$ cat src/rtl/mul_div_unit_pkg.sv
// Shared types and constants for the EX-stage multiply/divide unit.
// Operation codes, FSM state encodings and a signed-op helper.
package mul_div_unit_pkg;

  localparam int MD_W     = 32;
  localparam int MD_CNT_W = 5;

  typedef enum logic [1:0] {
    MD_MULT  = 2'b00,
    MD_MULTU = 2'b01,
    MD_DIV   = 2'b10,
    MD_DIVU  = 2'b11
  } md_op_e;

  typedef enum logic [1:0] {
    MD_IDLE = 2'b00,
    MD_CALC = 2'b01,
    MD_FIX  = 2'b10
  } md_state_e;

  function automatic logic is_signed_op(
    input md_op_e op
  );
    return (op == MD_MULT) || (op == MD_DIV);
  endfunction

endpackage

$ cat src/rtl/md_sign_fix.sv
// Combinational sign handling for mul_div_unit.
// Ports: a/b operands + signed_op -> a_abs/b_abs magnitudes;
//   prod/quot/rem + latched neg flags -> sign-corrected results.
module md_sign_fix
  import mul_div_unit_pkg::*;
#(
  parameter int W = MD_W
) (
  input  logic [W-1:0]   a,
  input  logic [W-1:0]   b,
  input  logic           signed_op,
  input  logic [2*W-1:0] prod,
  input  logic [W-1:0]   quot,
  input  logic [W-1:0]   rem,
  input  logic           neg_res,
  input  logic           neg_rem,
  output logic [W-1:0]   a_abs,
  output logic [W-1:0]   b_abs,
  output logic [2*W-1:0] prod_fix,
  output logic [W-1:0]   quot_fix,
  output logic [W-1:0]   rem_fix
);

  // The most negative value maps onto its own bit pattern, which is
  // the correct unsigned magnitude 2**(W-1).
  assign a_abs = (signed_op && a[W-1]) ? -a : a;
  assign b_abs = (signed_op && b[W-1]) ? -b : b;

  assign prod_fix = neg_res ? -prod : prod;
  assign quot_fix = neg_res ? -quot : quot;
  assign rem_fix  = neg_rem ? -rem  : rem;

endmodule

$ cat src/rtl/mul_div_unit.sv
// Multi-cycle MULT/MULTU/DIV/DIVU unit with the HI/LO register pair.
// Ports: Start/Op/A/B launch, MtHi/MtLo/WrData writes, Busy/Done/Hi/Lo.
module mul_div_unit
  import mul_div_unit_pkg::*;
#(
  parameter int W     = MD_W,
  parameter int CNT_W = MD_CNT_W
) (
  input  logic         clk,
  input  logic         rst,
  input  logic         Start,
  input  logic [1:0]   Op,
  input  logic [W-1:0] A,
  input  logic [W-1:0] B,
  input  logic         MtHi,
  input  logic         MtLo,
  input  logic [W-1:0] WrData,
  output logic         Busy,
  output logic         Done,
  output logic [W-1:0] Hi,
  output logic [W-1:0] Lo
);

  md_state_e state_q, state_d;
  logic [CNT_W-1:0] cnt_q, cnt_d;
  // mult: {partial product, multiplier}; div: low half is the
  // dividend shifting out while quotient bits shift in.
  logic [2*W-1:0] acc_q, acc_d;
  logic [W:0]     rem_q, rem_d;
  // |A| for multiply, |B| for divide.
  logic [W-1:0]   opnd_q, opnd_d;
  logic is_div_q, is_div_d;
  logic neg_res_q, neg_res_d;
  logic neg_rem_q, neg_rem_d;
  logic done_q, done_d;
  logic [W-1:0] hi_q, hi_d;
  logic [W-1:0] lo_q, lo_d;

  md_op_e op_e;
  logic [W-1:0]   a_abs, b_abs;
  logic [2*W-1:0] prod_fix;
  logic [W-1:0]   quot_fix, rem_fix;

  logic [W:0]     mul_sum;
  logic [W+1:0]   div_shift;
  logic [W:0]     div_diff;
  logic           div_ok;

  assign op_e = md_op_e'(Op);

  md_sign_fix #(.W(W)) u_sign_fix (
    .a        (A),
    .b        (B),
    .signed_op(is_signed_op(op_e)),
    .prod     (acc_q),
    .quot     (acc_q[W-1:0]),
    .rem      (rem_q[W-1:0]),
    .neg_res  (neg_res_q),
    .neg_rem  (neg_rem_q),
    .a_abs    (a_abs),
    .b_abs    (b_abs),
    .prod_fix (prod_fix),
    .quot_fix (quot_fix),
    .rem_fix  (rem_fix)
  );

  // Shift-add: add multiplicand into the top half when the current
  // multiplier bit is set, keep the carry, then shift right.
  assign mul_sum = {1'b0, acc_q[2*W-1:W]}
                 + (acc_q[0] ? {1'b0, opnd_q} : '0);

  // Restoring step. The full-width compare keeps divide-by-zero
  // producing all-ones even as the remainder grows past W bits.
  assign div_shift = {rem_q, acc_q[W-1]};
  assign div_ok    = div_shift >= {2'b00, opnd_q};
  assign div_diff  = div_shift[W:0] - {1'b0, opnd_q};

  always_comb begin
    state_d   = state_q;
    cnt_d     = cnt_q;
    acc_d     = acc_q;
    rem_d     = rem_q;
    opnd_d    = opnd_q;
    is_div_d  = is_div_q;
    neg_res_d = neg_res_q;
    neg_rem_d = neg_rem_q;
    hi_d      = hi_q;
    lo_d      = lo_q;
    done_d    = 1'b0;
    unique case (state_q)
      MD_IDLE: begin
        if (Start) begin
          state_d   = MD_CALC;
          cnt_d     = CNT_W'(W - 1);
          is_div_d  = op_e[1];
          opnd_d    = op_e[1] ? b_abs : a_abs;
          acc_d     = {{W{1'b0}}, op_e[1] ? a_abs : b_abs};
          rem_d     = '0;
          neg_res_d = is_signed_op(op_e) & (A[W-1] ^ B[W-1]);
          neg_rem_d = (op_e == MD_DIV) & A[W-1];
        end else begin
          if (MtHi) hi_d = WrData;
          if (MtLo) lo_d = WrData;
        end
      end
      MD_CALC: begin
        if (is_div_q) begin
          rem_d = div_ok ? div_diff : div_shift[W:0];
          acc_d = {acc_q[2*W-1:W], acc_q[W-2:0], div_ok};
        end else begin
          acc_d = {mul_sum, acc_q[W-1:1]};
        end
        if (cnt_q == '0) state_d = MD_FIX;
        else             cnt_d   = cnt_q - 1'b1;
      end
      MD_FIX: begin
        if (is_div_q) begin
          hi_d = rem_fix;
          lo_d = quot_fix;
        end else begin
          hi_d = prod_fix[2*W-1:W];
          lo_d = prod_fix[W-1:0];
        end
        done_d  = 1'b1;
        state_d = MD_IDLE;
      end
      default: state_d = MD_IDLE;
    endcase
  end

  always_ff @(posedge clk or posedge rst) begin
    if (rst) begin
      state_q   <= MD_IDLE;
      cnt_q     <= '0;
      acc_q     <= '0;
      rem_q     <= '0;
      opnd_q    <= '0;
      is_div_q  <= 1'b0;
      neg_res_q <= 1'b0;
      neg_rem_q <= 1'b0;
      done_q    <= 1'b0;
      hi_q      <= '0;
      lo_q      <= '0;
    end else begin
      state_q   <= state_d;
      cnt_q     <= cnt_d;
      acc_q     <= acc_d;
      rem_q     <= rem_d;
      opnd_q    <= opnd_d;
      is_div_q  <= is_div_d;
      neg_res_q <= neg_res_d;
      neg_rem_q <= neg_rem_d;
      done_q    <= done_d;
      hi_q      <= hi_d;
      lo_q      <= lo_d;
    end
  end

  assign Busy = (state_q != MD_IDLE);
  assign Done = done_q;
  assign Hi   = hi_q;
  assign Lo   = lo_q;

endmodule
$ cat config.mk
export PLATFORM = sky130hd
export DESIGN_NAME = mul_div_unit
export DESIGN_NICKNAME = d
export VERILOG_FILES = /design/src/rtl/mul_div_unit_pkg.sv /design/src/rtl/md_sign_fix.sv /design/src/rtl/mul_div_unit.sv
export SDC_FILE = /design/constraint.sdc
export NUM_CORES = 1
export LEC_CHECK = 0
export ABC_AREA = 1
export CAP_MARGIN = 20
export CELL_PAD_IN_SITES_DETAIL_PLACEMENT = 1
export CELL_PAD_IN_SITES_GLOBAL_PLACEMENT = 1
export CORE_MARGIN = 1.5
export CORE_UTILIZATION = 35
export CTS_CLUSTER_SIZE = 12
export DETAILED_ROUTE_END_ITERATION = 12
export GPL_TIMING_DRIVEN = 0
export HOLD_SLACK_MARGIN = 0.06
export PLACE_DENSITY_LB_ADDON = 0.08
export SYNTH_ARGS = -nofsm -noshare
export SYNTH_HDL_FRONTEND = slang
export SYNTH_HIERARCHICAL = 1
export SYNTH_SLANG_ARGS = --single-unit
export TNS_END_PERCENT = 50
$ cat constraint.sdc
create_clock -name clk -period 7.42 [get_ports clk]
set_clock_uncertainty 0.15 [all_clocks]
set_input_delay 2.226 -clock clk [delete_from_list [all_inputs] [get_ports clk]]
set_output_delay 2.226 -clock clk [all_outputs]
set_load 0.01 [all_outputs]
; ---- Yosys cells after proc, flatten, opt, wreduce, memory -nomap -nowiden
; Cells that the tools add are included.
[totals]
ram_bits = 0
latchBits = 0
output_inout_bits = 66
reg_bits = 204
memories = 0
word_cells = 82
input_bits = 103
rom_bits = 0
[op_classes]
muxes = 30
n_addsub = 8
n_mul = 0
magnitude_cmp = 1
div = 0
reduce_logical = 17
shift = 0
eq_ne = 11
n_bitwise = 3
[op_table]
columns = op, count
row1 = 32-bit 2-to-1 mux, 13
row2 = 64-bit 2-to-1 mux, 3
row3 = 32-bit negation, 4
row4 = 32-bit case mux with 2 select lines, 2
row5 = 64-bit case mux with 2 select lines, 1
row6 = 33-bit 2-to-1 mux, 3
row7 = 33-bit case mux with 2 select lines, 1
row8 = 64-bit negation, 1
row9 = 34-bit by 32-bit greater-or-equal comparator with 1-bit output, 1
row10 = 32-bit by 32-bit adder with 33-bit output, 1
row11 = 33-bit by 32-bit subtractor with 33-bit output, 1
row12 = 2-bit inequality test (second input constant), 8
row13 = 3-bit AND reduction, 5
row14 = 5-bit 2-to-1 mux, 2
row15 = 5-bit case mux with 2 select lines, 1
row16 = 2-bit AND reduction, 3
row17 = 2-bit nonzero test, 3
row18 = 5-bit zero test, 1
row19 = 5-bit by 1-bit subtractor with 5-bit output (second input constant), 1
row20 = 2-bit equality test (second input constant), 2
row21 = 2-bit zero test, 2
row22 = 2-bit 2-to-1 mux, 2
row23 = 2-bit case mux with 2 select lines, 1
row24 = 1-bit bitwise AND, 2
row25 = 5 further kinds, 6

; ---- Longest topological paths before layout
; Gate-level depths: netlist of the first run.
[depth]
depth_word = 7
mapped_depth = 17
mapped_depth_nobuf = 16

; ---- Modules after synthesis
; The synthesis of the first run kept the hierarchy.
[modules_own_cells]
columns = mod, area_per_inst_um2, n_inst, seq_area_each_um2, cells_each
row1 = mul_div_unit, 15404.8, 1, 5104.9, 2315
row2 = md_sign_fix, 6095.8, 1, 0.0, 1258

; ---- Least setup slack after synthesis of the first run
; OpenSTA, ideal clock, no wires.
[synth_timing]
path_kind = input -> register
from = input port B[1]
to = register acc_q[18]
path_buffers = 0
t_required_ns = 7.149
path_stages = 13
arrival_ns = 3.560
path_slack_ns = 3.589
setup_ns = 0.121
cell_sequence = inv_1 ha_1 nand3_1 nand2_1 nand3_2 nor2_2 nand2_1 xor2_1 inv_1 a21oi_1 o21ai_0 o21ai_0 o22a_1
[synth_via]
elab_chain_len = 5
[synth_rtl]
columns = element, line_no
row1 = from (decl), mul_div_unit.sv:14  ; input logic [W-1:0] B,
row2 = 32-bit negation, md_sign_fix.sv:27  ; assign b_abs = (signed_op && b[W-1]) ? -b : b;
row3 = 32-bit 2-to-1 mux, md_sign_fix.sv:27
row4 = via b_abs[18], mul_div_unit.sv:40  ; logic [W-1:0] a_abs, b_abs;
row5 = 32-bit 2-to-1 mux, mul_div_unit.sv:97  ; acc_d = {{W{1'b0}}, op_e[1] ? a_abs : b_abs};
row6 = 64-bit 2-to-1 mux, mul_div_unit.sv:92  ; if (Start) begin
row7 = 64-bit case mux with 2 select lines, mul_div_unit.sv:90  ; unique case (state_q)
row8 = to (signal assigned), mul_div_unit.sv:135  ; acc_q <= '0;
row9 = to (signal assigned), mul_div_unit.sv:147  ; acc_q <= acc_d;
row10 = to (decl), mul_div_unit.sv:28  ; logic [2*W-1:0] acc_q, acc_d;
; The timed path passes the listed nets, and every way through them passes these cells. The select of a mux whose other input is x is not followed.
; A chain may end at the register's enable or synchronous reset.

; ---- Final worst setup path of the first run
[layout_timing]
from = register state_q[1]
to = output port Busy
[layout_via]
elab_chain_len = 1
[layout_rtl]
columns = element, line_no
row1 = from (decl), mul_div_unit.sv:24  ; md_state_e state_q, state_d;
row2 = from (signal assigned), mul_div_unit.sv:145  ; state_q <= state_d;
row3 = 2-bit nonzero test, mul_div_unit.sv:159  ; assign Busy = (state_q != MD_IDLE);
row4 = to (decl), mul_div_unit.sv:18  ; output logic Busy,
; Every way passes these cells.

==> out/metrics.csv, run 1 <==
metric;value;unit
htreeDepth;1;
synth.distinct_cells;60;
required;5040;ps
wl;109;mm
port_buffers;168;
ys_seq_elements;204;
cp_max_fo;3;
peakVddDrop;240;µV
synth-async-reset-ratio;100;%
post_cts_buffers;0;
setup_tns;0;ps
cts_hold_buf;0;
fill_cells;8250;
antenna_found_initial;2;
crit_chain;nor2_1 > inv_1 > clkdlybuf4s50_1;
layout.nets;3949;
root_buffer;clkbuf_16;
post-route-period-util;61.3;%
synth_warnings;6;
cts_tree;built;
overflow;0;
clk_pin_slew;60;ps
synthesis.nets;3749;
die_x;251;µm
ctsResizeCount;0;
critPathSlowestCell;clkdlybuf4s50_1;
die_area;62900;µm²
numCtsBuffers;25;
first_pass_iters;5;
viasPerCell;5.49;
clockBufferDepth;3;
p_per_area;524;nW/µm²
area_growth;16.1;%
fin_ws;2870;ps
via_count;25074;
min_path_type;flip-flop to flip-flop;
grt_max_degree;41;
crit_buf_inv;2;
final_antenna_net_count;0;
setup_violations;0;
ios;169;
synth_top_flop_cell;dfrtp_1;
grt_use_total;34.0;%
crit_family;buffers and inverters;
cts_sinks;204;
hpwlAfterDp;92.9;mm
row_count;90;
synth_area_per_cell;6.02;µm²
period_minus_slack;4550;ps
drive_gt1_share;6.24;%
hold_viol;0;
synth-seq-area-share;23.7;%
grt_pass1_vias;24813;
synth_edf_count;0;
p_leak;0.0124;µW
gp_congestion;1.01;
critPathKind;flip-flop to primary output;
end_kind;primary output;
worstMarginPinSlew;965;ps
crit_arrival;2170;ps
max_freq;220;MHz
die_y;251;µm
max_slew_margin;35.0;%
syn_area;21500;µm²
place_ws;2400;ps
drtIter0Drc;2017;
cap_violations;0;
wire_per_inst;23.8;µm
core_region_area;60600;µm²
clkLatencyLatePin;570;ps
cpPeakStageDelay;520;ps
drv_slew;0;
drc;0;
start_util;35.5;%
outcome;finished, final reports clean;
grt_pass1_wl;161;mm
worstSetupStartpointType;flip-flop;
postSynthCellCount;3573;
rsz0062_at_grt;false;
-- final cells by class --
class	count	area, µm²	share of cell area, %
diodes	1	2.50	0.0100
plain buffers	120	589	2.36
clock buffers	31	658	2.64
clock inverters	6	32.5	0.130
inverters	462	1740	6.96
multi-input cells	2787	14100	56.4
flip-flops and latches	204	5100	20.5
well taps	782	978	3.92
repair buffers	173	1780	7.14
-- where the power goes --
group	leakage [µW]	internal (µW)	switching [µW]	total, µW
clock	0.000341	616	531	1150
combinational	0.00965	3000	6250	9250
sequential	0.00241	1680	993	2680
total	0.0124	5300	7770	13100
-- per-layer routing --
metal	track usage (%)	up-vias	share of wire (%)
met3	5.04	103	5.8
met1	47.4	12501	46
met2	55.4	644	46
met4	7.50	0	2.4
li1	-	11826	-
met5	0	-	0
-- kinds of logic (layout without fill, tap and decap cells) --
kind of cell	Yosys count	after routing	share of synthesized area, %
buffers and inverters	582	792	10.8
AOI/OAI and AO/OA	610	610	16.4
other	0	1	0
and+or+nand+nor	1976	1976	39.5
xor gates and xnor gates	128	128	5.21
adders and majority gates	73	73	4.32
DFF	204	204	23.7
-- final timing paths --
check	start	endpoint	slack, ps	cells past startpoint
min in group asynchronous	rst	Lo[28]	1940	2
worst min-delay path	rem_q[32]	rem_q[32]	350	2
max in group asynchronous	rst	acc_q[7]	3940	5
worst max register to register	acc_q[0]	acc_q[61]	3440	16
worst max-delay path	state_q[1]	Busy	2870	3
worst min register to register	rem_q[32]	rem_q[32]	350	2
-- through the flow --
step           util, %  instances  area, µm²  hold slack (ps)  power (µW)
5_1_grt           41.2       4565      25000              369       14100
6_report          41.2       4566      25000              345       13100
3_5_place_dp      40.1       4528      24300              335       11800
3_3_place_gp      39.9       4523      24200              319       11500
4_1_cts           41.2       4565      25000              349       13000
2_1_floorplan        -       3573      21500              299        8140
-- cell usage after synthesis, types with 4 or more instances --
| master | number | area share (%) |
|---|---|---|
| o21a_1 | 64 | 2.2 |
| o211ai_1 | 30 | 1.0 |
| nand2_4 | 7 | 0.37 |
| a32oi_1 | 18 | 0.73 |
| nor2_2 | 36 | 1.0 |
| nand3_1 | 224 | 5.2 |
| dfrtp_1 | 204 | 24 |
| o22ai_1 | 4 | 0.12 |
| buf_6 | 5 | 0.26 |
| nor2_4 | 13 | 0.68 |
| nor3_1 | 17 | 0.40 |
| nand2_2 | 31 | 0.90 |
| buf_4 | 11 | 0.38 |
| o21bai_1 | 13 | 0.45 |
| o21ai_1 | 46 | 1.1 |
| xor2_1 | 85 | 3.5 |
| nand4_1 | 45 | 1.3 |
| buf_1 | 10 | 0.17 |
| nor2_1 | 478 | 8.3 |
| nand2_1 | 1055 | 18 |
| o21ai_2 | 11 | 0.45 |
| a21boi_0 | 4 | 0.14 |
| inv_1 | 442 | 7.7 |
| nand3b_2 | 9 | 0.47 |
| o21ai_0 | 202 | 4.7 |
| clkbuf_1 | 54 | 0.94 |
| a31oi_1 | 9 | 0.26 |
| buf_2 | 38 | 0.88 |
| nand3b_1 | 33 | 1.2 |
| nand3_2 | 8 | 0.37 |
| a21o_1 | 4 | 0.14 |
| xnor2_1 | 43 | 1.8 |
| inv_2 | 19 | 0.33 |
| ha_1 | 71 | 4.1 |
| a21oi_1 | 189 | 4.4 |
| and2_1 | 6 | 0.17 |
-- layout by cell type (no fill, tap or decap), drive strengths merged, types with 2 or more instances in the layout --
cell type / Yosys / routed
clkbuf: 55 / 86
a21o: 4 / 4
ha: 71 / 71
xnor2: 43 / 43
xor2: 85 / 85
a31oi: 9 / 9
a21boi: 5 / 5
o21bai: 14 / 14
o31ai: 3 / 3
o211ai: 30 / 30
or2: 4 / 4
nand2: 1093 / 1093
inv: 461 / 460
a21oi: 190 / 190
and3: 2 / 2
clkinv: 1 / 6
o22a: 3 / 3
o21a: 64 / 64
a32oi: 18 / 18
o21ai: 260 / 260
buf: 65 / 70
a22oi: 2 / 2
o221ai: 2 / 2
nand4: 45 / 45
nand3: 233 / 233
o22ai: 4 / 4
nor3: 17 / 17
and2: 6 / 6
nand3b: 43 / 43
clkinvlp: 0 / 2
dfrtp: 204 / 204
clkdlybuf4s50: 0 / 168
nor4: 4 / 4
fa: 2 / 2
nor2: 528 / 528
-- sequential cells by signal, indices dropped and copies added, names as in the netlist --
register / count
acc_q: 64
rem_q: 33
Hi: 32
Lo: 32
opnd_q: 32
cnt_q: 5
state_q: 2
Done: 1
is_div_q: 1
neg_rem_q: 1
neg_res_q: 1
-- tightest hold or removal path: stages (launching register included) --
cell	delay, ps
dfrtp_1	340
nand2_1	60
nand2_1	60
No activity file was read; power rests on OpenSTA's default activity.
==> run 2: changes to the inputs <==
==> constraint.sdc (replaced) <==
create_clock -name clk -period 4.3 [get_ports clk]
set_clock_uncertainty 0.15 [all_clocks]
set_input_delay 1.29 -clock clk [delete_from_list [all_inputs] [get_ports clk]]
set_output_delay 1.29 -clock clk [all_outputs]
set_load 0.01 [all_outputs]
==> results of run 2 <==
Same layout as run 1 (identical final DEF). Status: finished, final reports clean.
Main changes from that run: setup slack after placement 2400 ps -> 218 ps; setup slack after layout 2870 ps -> 323 ps; start point of the critical path state_q[1] -> acc_q[0]; end point of the critical path Busy -> acc_q[61]; register-to-register setup slack 3440 ps -> 320 ps; total power 13100 µW -> 22600 µW; worst IR drop on VDD 240 µV -> 415 µV
==> run 3: changes to the inputs <==
--- a/config.mk
+++ b/config.mk
@@ -9,7 +9,6 @@
 export CAP_MARGIN = 20
 export CELL_PAD_IN_SITES_DETAIL_PLACEMENT = 1
 export CELL_PAD_IN_SITES_GLOBAL_PLACEMENT = 1
-export CORE_MARGIN = 1.5
 export CORE_UTILIZATION = 35
 export CTS_CLUSTER_SIZE = 12
 export DETAILED_ROUTE_END_ITERATION = 12
==> out/metrics.csv, run 3 (synthesized netlist as in run 1, its figures left out) <==
metric;value;unit
worstSetupStartpointType;flip-flop;
final_antenna_net_count;0;
worstMarginPinSlew;992;ps
gp_congestion;1.02;
end_kind;flip-flop;
numCtsBuffers;28;
die_x;250;µm
first_pass_iters;5;
rsz0062_at_grt;false;
p_per_area;920;nW/µm²
outcome;finished, final reports clean;
grt_use_total;34.3;%
min_path_type;flip-flop to flip-flop;
htreeDepth;1;
required;4620;ps
max_slew_margin;33.2;%
p_leak;0.0125;µW
drv_slew;0;
crit_arrival;4310;ps
row_count;90;
mostFrequentLayoutCells;nand2_1, nor2_1, inv_1;
finalInstanceArea;25300;µm²
die_area;62400;µm²
cp_max_fo;7;
final_core_util;41.8;%
ctsResizeCount;0;
setup_violations;0;
fin_ws;308;ps
grt_pass1_wl;160;mm
viasPerCell;5.49;
clockBufferDepth;3;
wire_per_inst;23.9;µm
place_ws;176;ps
start_util;35.6;%
post_cts_buffers;0;
top_regs;acc_q (64), rem_q (33);
root_buffer;clkbuf_16;
wl;109;mm
overflow;0;
hold_viol;0;
port_buffers;168;
cts_tree;built;
largest_reg_flops;64;
ios;169;
cap_violations;0;
fin_cells;4581;
max_freq;251;MHz
core_region_area;60500;µm²
cts_sinks;204;
clk_pin_slew;70;ps
peakVddDrop;522;µV
via_count;25140;
cts_hold_buf;0;
post-route-period-util;92.8;%
placedCellCount;4528;
critPathKind;flip-flop to flip-flop;
setup_tns;0;ps
regMostFlops;acc_q;
period_minus_slack;3990;ps
dpl-instance-area;24300;µm²
drc;0;
drive_gt1_share;6.61;%
layout.nets;3952;
final_common_cell;nand2_1;
clkLatencyLatePin;580;ps
drtIter0Drc;2060;
die_y;250;µm
grt_pass1_vias;24911;
area_growth;17.4;%
grt_max_degree;42;
antenna_found_initial;1;
fill_cells;8134;
hpwlAfterDp;92.9;mm
[run 3: where the power goes]
part / switching [µW] / total (µW) / leakage, µW / internal, µW
Combinational: 10900 / 16100 / 0.00965 / 5170
Sequential: 1730 / 4640 / 0.00241 / 2910
Clock: 1000 / 2540 / 0.000477 / 1540
Total: 13600 / 23200 / 0.0125 / 9620
[run 3: through the flow]
step | total power, µW | hold slack, ps
6_report | 23200 | 333
5_1_grt | 24900 | 381
4_1_cts | 23000 | 339
3_5_place_dp | 20400 | 320
3_3_place_gp | 20000 | 319
2_1_floorplan | 14000 | 299
[run 3: final timing paths]
check | cells after the start | startpoint | slack, ps | to
worst min register to register | 2 | cnt_q[4] | 330 | cnt_q[4]
worst max register to register | 16 | acc_q[0] | 310 | acc_q[61]
worst max-delay path | 16 | acc_q[0] | 310 | acc_q[61]
max in group asynchronous | 4 | rst | 2140 | cnt_q[1]
worst min-delay path | 2 | cnt_q[4] | 330 | cnt_q[4]
min in group asynchronous | 2 | rst | 950 | Hi[27]
[run 3: final cells by class]
| type | count | area [µm²] | area share (%) |
|---|---|---|---|
| multi-input combinational | 2787 | 14100 | 55.7 |
| buffer | 120 | 589 | 2.33 |
| sequential | 204 | 5100 | 20.2 |
| timing repair buffer | 173 | 1780 | 7.06 |
| inverter | 462 | 1740 | 6.88 |
| antenna | 1 | 2.50 | 0.00991 |
| tap | 782 | 978 | 3.87 |
| clock buffer | 38 | 800 | 3.17 |
| clock inverter | 14 | 185 | 0.733 |
[run 3: layer usage]
layer | global-route usage [%] | up-vias | share of wire (%)
met5 | 0 | - | 0
met3 | 6.30 | 148 | 6.6
met1 | 46.9 | 12431 | 46
li1 | - | 11838 | -
met2 | 54.2 | 723 | 44
met4 | 11.4 | 0 | 3.6
[run 3: critical path: stages (launching register included)]
cell and delay, ps:
dfrtp_1 470, clkbuf_1 510, nand2_1 120, inv_1 70, ha_1 130, inv_1 60
fa_1 380, inv_1 100, nand2_1 80, o21ai_2 240, a21boi_0 240, o21ai_0 830
nand2_1 210, nand2_1 120, nand2_1 50, nand3_1 60, nand2_1 60
